<file path="src/rtl/sram_mem_controller.sv">
// sram_mem_controller: splits 32-bit MEM-stage loads/stores into two half-word SRAM phases.
// Define MEM_READ_BUF_EN to add a one-entry read buffer.
module sram_mem_controller #(
    parameter int BASE_ADDR   = 1024,
    parameter int WAIT_CYCLES = 2,
    parameter int SRAM_AW     = 18
) (
    input  logic               clk,
    input  logic               rst,
    input  logic               wr_en,
    input  logic               rd_en,
    input  logic [31:0]        address,
    input  logic [31:0]        write_data,
    output logic [31:0]        read_data,
    output logic               ready,
    output logic [SRAM_AW-1:0] sram_addr,
    output logic [15:0]        sram_dq_o,
    input  logic [15:0]        sram_dq_i,
    output logic               sram_dq_oe,
    output logic               sram_we_n
);
    localparam int WW = SRAM_AW - 1;

    typedef enum logic [1:0] {IDLE, LOW, HIGH, DONE} state_t;

    state_t             state_q, state_d;
    logic [3:0]         cnt_q, cnt_d;
    logic               wr_q, wr_d;
    logic [WW-1:0]      word_q, word_d, word_in;
    logic [15:0]        whi_q, whi_d;
    logic [31:0]        rdata_q, rdata_d;
    logic [SRAM_AW-1:0] addr_q, addr_d;
    logic [15:0]        dq_q, dq_d;
    logic               last, hit;

    assign word_in    = WW'((address - 32'(BASE_ADDR)) >> 2);
    assign last       = cnt_q == 4'(WAIT_CYCLES - 1);
    assign ready      = (state_q == IDLE && (!(wr_en || rd_en) || hit)) || state_q == DONE;
    assign sram_addr  = addr_q;
    assign sram_dq_o  = dq_q;
    assign sram_dq_oe = wr_q && (state_q == LOW || state_q == HIGH);
    assign sram_we_n  = !(sram_dq_oe && (!last || WAIT_CYCLES == 1));

`ifdef MEM_READ_BUF_EN
    logic          buf_v_q, buf_v_d;
    logic [WW-1:0] buf_tag_q, buf_tag_d;
    logic [31:0]   buf_data_q, buf_data_d;

    assign hit       = buf_v_q && state_q == IDLE && rd_en && !wr_en && buf_tag_q == word_in;
    assign read_data = hit ? buf_data_q : rdata_q;

    // Buffer fills from a finishing read and follows stores to the tagged word
    always_comb begin
        buf_v_d    = buf_v_q;
        buf_tag_d  = buf_tag_q;
        buf_data_d = buf_data_q;
        if (state_q == HIGH && last && !wr_q) begin
            buf_v_d    = 1'b1;
            buf_tag_d  = word_q;
            buf_data_d = {sram_dq_i, rdata_q[15:0]};
        end
        if (state_q == IDLE && wr_en && buf_tag_q == word_in)
            buf_data_d = write_data;
    end

    // Buffer registers
    always_ff @(posedge clk or negedge rst) begin
        if (!rst) begin
            buf_v_q    <= 1'b0;
            buf_tag_q  <= '0;
            buf_data_q <= '0;
        end else begin
            buf_v_q    <= buf_v_d;
            buf_tag_q  <= buf_tag_d;
            buf_data_q <= buf_data_d;
        end
    end
`else
    assign hit       = 1'b0;
    assign read_data = rdata_q;
`endif

    // Next state: latch the request in IDLE, then walk the low and high phases
    always_comb begin
        state_d = state_q;
        cnt_d   = cnt_q;
        wr_d    = wr_q;
        word_d  = word_q;
        whi_d   = whi_q;
        rdata_d = rdata_q;
        addr_d  = addr_q;
        dq_d    = dq_q;
        case (state_q)
            IDLE: if ((wr_en || rd_en) && !hit) begin
                state_d = LOW;
                cnt_d   = '0;
                wr_d    = wr_en;
                word_d  = word_in;
                whi_d   = write_data[31:16];
                addr_d  = {word_in, 1'b0};
                if (wr_en) dq_d = write_data[15:0];
            end
            LOW: begin
                cnt_d = cnt_q + 4'd1;
                if (last) begin
                    state_d = HIGH;
                    cnt_d   = '0;
                    addr_d  = {word_q, 1'b1};
                    if (wr_q) dq_d = whi_q;
                    else rdata_d[15:0] = sram_dq_i;
                end
            end
            HIGH: begin
                cnt_d = cnt_q + 4'd1;
                if (last) begin
                    state_d = DONE;
                    cnt_d   = '0;
                    if (!wr_q) rdata_d[31:16] = sram_dq_i;
                end
            end
            default: state_d = IDLE;
        endcase
    end

    // State and datapath registers; reset lands the bus in a safe idle
    always_ff @(posedge clk or negedge rst) begin
        if (!rst) begin
            state_q <= IDLE;
            cnt_q   <= '0;
            wr_q    <= 1'b0;
            word_q  <= '0;
            whi_q   <= '0;
            rdata_q <= '0;
            addr_q  <= '0;
            dq_q    <= '0;
        end else begin
            state_q <= state_d;
            cnt_q   <= cnt_d;
            wr_q    <= wr_d;
            word_q  <= word_d;
            whi_q   <= whi_d;
            rdata_q <= rdata_d;
            addr_q  <= addr_d;
            dq_q    <= dq_d;
        end
    end
endmodule

</file>
<file path="config.mk">
export PLATFORM = sky130hd
export DESIGN_NAME = sram_mem_controller
export DESIGN_NICKNAME = d
export VERILOG_FILES = /design/src/rtl/sram_mem_controller.sv
export SDC_FILE = /design/constraint.sdc
export NUM_CORES = 1
export LEC_CHECK = 0
export CAP_MARGIN = 25
export CELL_PAD_IN_SITES_DETAIL_PLACEMENT = 1
export CELL_PAD_IN_SITES_GLOBAL_PLACEMENT = 1
export CORE_MARGIN = 3
export CORE_UTILIZATION = 32
export CTS_CLUSTER_SIZE = 8
export DETAILED_ROUTE_END_ITERATION = 7
export PLACE_DENSITY = 0.74
export SYNTH_ARGS = -nofsm -noshare
export SYNTH_HDL_FRONTEND = slang
export SYNTH_SLANG_ARGS = --single-unit
</file>
<file path="constraint.sdc">
create_clock -name clk -period 1.7 [get_ports clk]
set_input_delay 0.34 -clock clk [delete_from_list [all_inputs] [get_ports clk]]
set_output_delay 0.34 -clock clk [all_outputs]
set_load 0.01 [all_outputs]
</file>
==> impl_metrics.toml <==
[outcome]
outcome = "complete, but fails checks"
violations = "negative setup slack"

[final_layout]
design_area_um2 = 7330
num_antenna_cells = 0
fin_nets = 650
drive_gt1_share_pct = 32.7
area_growth_syn_to_layout_pct = 59.3
final_cell_mix = "clkdlybuf4s50_1 (129), dfrtp_1 (106), mux2_2 (50)"
fillerInstances = 1453
mostFrequentLayoutCell = "clkdlybuf4s50_1"

[timing]
worst_slack_ns = -0.235
fin_skew_ns = 0.00883
hold_violations = 0
rsz0062_at_grt = "yes"
relSlewSlack_pct = 79.1
slew_viol_final = 0
fmax_mhz = 517
setup_viol = 57
period_share_pct = 114
tightest_slew_ns = 0.312
min_period_ns = 1.93
fin_tns_setup_ns = -10.66

[global_routing]
antenna_found_initial = 0
grt_pass1_vias = 4185
grt_max_degree = 48
grt_overflow_total = 0
grt_pass1_wl_mm = 22.0
track_usage_pct = 17.3

[power_and_ir_drop]
totalPowerFinal_w = 0.0145
p_sw_w = 0.00502
vdd_ir_drop_max_mv = 1.08
p_seq_share_pct = 31.4
p_int_w = 0.00946
power_frac_comb_pct = 53.9
clkPwrFrac_pct = 14.7
total_leakage_power_nw = 3.08
power_density_nw_per_um2 = 1980
p_sw_share_pct = 34.7

[cts]
cts_tree = "yes"
h-tree-depth = 3
cts_buffers = 9
worstSkewPairLatency_ns = 0.35
clk_pin_slew_worst_paths_ns = 0.07
root_buffer = "clkbuf_16"
clk_path_buf_depth = 2
clock-sinks = 106

[logic_synthesis]
ys_warn_count = 0
synth_edf_count = 0
syn_nets = 456
avgSynthCellArea_um2 = 12.6
synthFlopType = "dfrtp_1"
syn_area_um2 = 4600
ys_ff_latch = 106
synthCells = 365
yosysUniqueCellTypes = 39
synth_seq_area_share_pct = 57.6
async_flop_share_pct = 100

[floorplanning]
core_area_um2 = 14000
start_util_pct = 32.9
rows = 43
die_w_um = 126
die_area_um2 = 15900
die_h_um = 126
ios = 153

[critical_path]
crit_path_max_fanout = 5
crit_type = "register to register"
cp.buffers_inverters = 3
cp_cell_sequence = "inv_2 > ha_4 > or3b_4 > buf_6 > a211o_1 > buf_4 > nand2_1 > o211ai_1"
cpLargestDelayFamily = "simple AND/OR/NAND/NOR gates"
max_stage_delay_ns = 0.39
cp_slowest_cell = "dfrtp_1"
arrival_ns = 2.15
end_kind = "register"
cp-start-kind = "register"
required_ns = 1.92

[routing]
ant_nets = 0
finalWirelength_mm = 13.7
firstDrtPassIters = 4
wl_per_cell_um = 18.5
vias = 3616
first_iter_violations = 104
drc_errors = 0
via_per_inst = 4.87

[run]
maxCapViolations = 0

[placed_design]
dpl_cell_area_um2 = 6510
gp_congestion = 0.769
port_buffers = 137
dp_hpwl_mm = 9.12

[worst_hold_path]
hp-class = "input port to asynchronous set/reset pin"
worst register-to-register path, cell delays in order, from the launching register on:
cell	delay, ns
dfrtp_1	0.39
inv_2	0.09
ha_4	0.13
or3b_4	0.38
buf_6	0.14
a211o_1	0.35
buf_4	0.18
nand2_1	0.07
o211ai_1	0.09
layer usage:
layer | part of all wire, % | GRT usage [%] | wire length, um
met1 | 39 | 19.9 | 5340
met2 | 52 | 30.1 | 7170
met3 | 7.7 | 7.46 | 1060
met4 | 1.2 | 3.53 | 163
met5 | 0 | 0 | 0
kinds of logic (layout without fill, tap and decap cells):
family | count (synthesis) | in the layout | share of synthesized area, %
and+or+nand+nor | 78 | 80 | 8.15
buffers and inverters | 24 | 220 | 2.88
DFF | 106 | 106 | 57.6
AOI/OAI and AO/OA | 58 | 58 | 7.37
adders and majority gates | 7 | 7 | 1.90
xor gates and xnor gates | 7 | 7 | 1.33
muxes | 85 | 85 | 20.7
per-stage QoR:
step                util [%]  hold WS (ns)  instances  setup WS (ns)
finish                  52.4         0.419        743         -0.235
global route            52.4         0.463        743         -0.336
CTS                     50.9         0.419        736         -0.274
detailed placement      46.5         0.231        705         -0.531
global placement        46.5         0.230        705         -0.443
floorplan                  -        0.0444        365         -0.161
what timing repair did:
item | 4_1_cts | 5_1_grt
hold endpoints to repair | 14 | 0
gates resized for setup | 47 | 34
cloned | 4 | 2
setup buffers | 11 | 6
endpoints found under the setup margin | 62 | 70
hold buffers | 1 | 0
pin swaps | 17 | 15
worst paths after layout:
kind	from	end	slack, ns	depth (start not counted)
setup / recovery	cnt_q[1]	sram_addr[16]	-0.23	8
hold reg to reg	word_q[8]	word_q[8]	0.48	2
max in group asynchronous	rst	read_data[0]	0.74	3
hold / removal	rst	sram_dq_o[1]	0.42	2
setup reg to reg	cnt_q[1]	sram_addr[16]	-0.23	8
min in group clk	word_q[8]	word_q[8]	0.48	2
power by group through the flow:
stage          registers, W  clock network [W]  logic [W]
3_3_place_gp        0.00445                  0    0.00642
2_1_floorplan       0.00478                  0    0.00300
3_5_place_dp        0.00455                  0    0.00663
6_report            0.00455            0.00213    0.00781
5_1_grt             0.00472            0.00232    0.00843
4_1_cts             0.00455            0.00221    0.00742
cell usage after synthesis, types with 2 or more instances:
master / n / area share, %
o21ai_0: 16 / 1.7
mux2i_1: 26 / 5.7
xnor2_1: 6 / 1.1
o211ai_1: 4 / 0.65
clkbuf_1: 8 / 0.65
dfrtp_1: 106 / 58
nand2_4: 2 / 0.49
buf_6: 4 / 0.98
nand2b_1: 2 / 0.27
mux2_4: 8 / 2.6
o2bb2ai_1: 2 / 0.38
ha_1: 7 / 1.9
o21ai_1: 10 / 1.1
buf_4: 2 / 0.33
inv_1: 6 / 0.49
buf_2: 4 / 0.43
nand2_1: 32 / 2.6
mux2_2: 51 / 12
nor4_1: 2 / 0.27
nor2_1: 23 / 1.9
nand3_1: 7 / 0.76
a21oi_1: 20 / 2.2
final cells by class:
type	count	area, um2	area share [%]
multi-input cells	237	2090	28.5
repair buffers	199	2040	27.8
well taps	180	225	3.07
inverters	6	22.5	0.307
clock buffers	12	256	3.50
clock inverters	3	46.3	0.631
flip-flops and latches	106	2650	36.2
flip-flops by register name (all words and copies together), names as in the netlist:
register   flops
cnt_q          4
read_data     32
sram_addr     18
sram_dq_o     16
state_q        2
whi_q         16
word_q        17
wr_q           1
(Power assumes the default switching activity.)
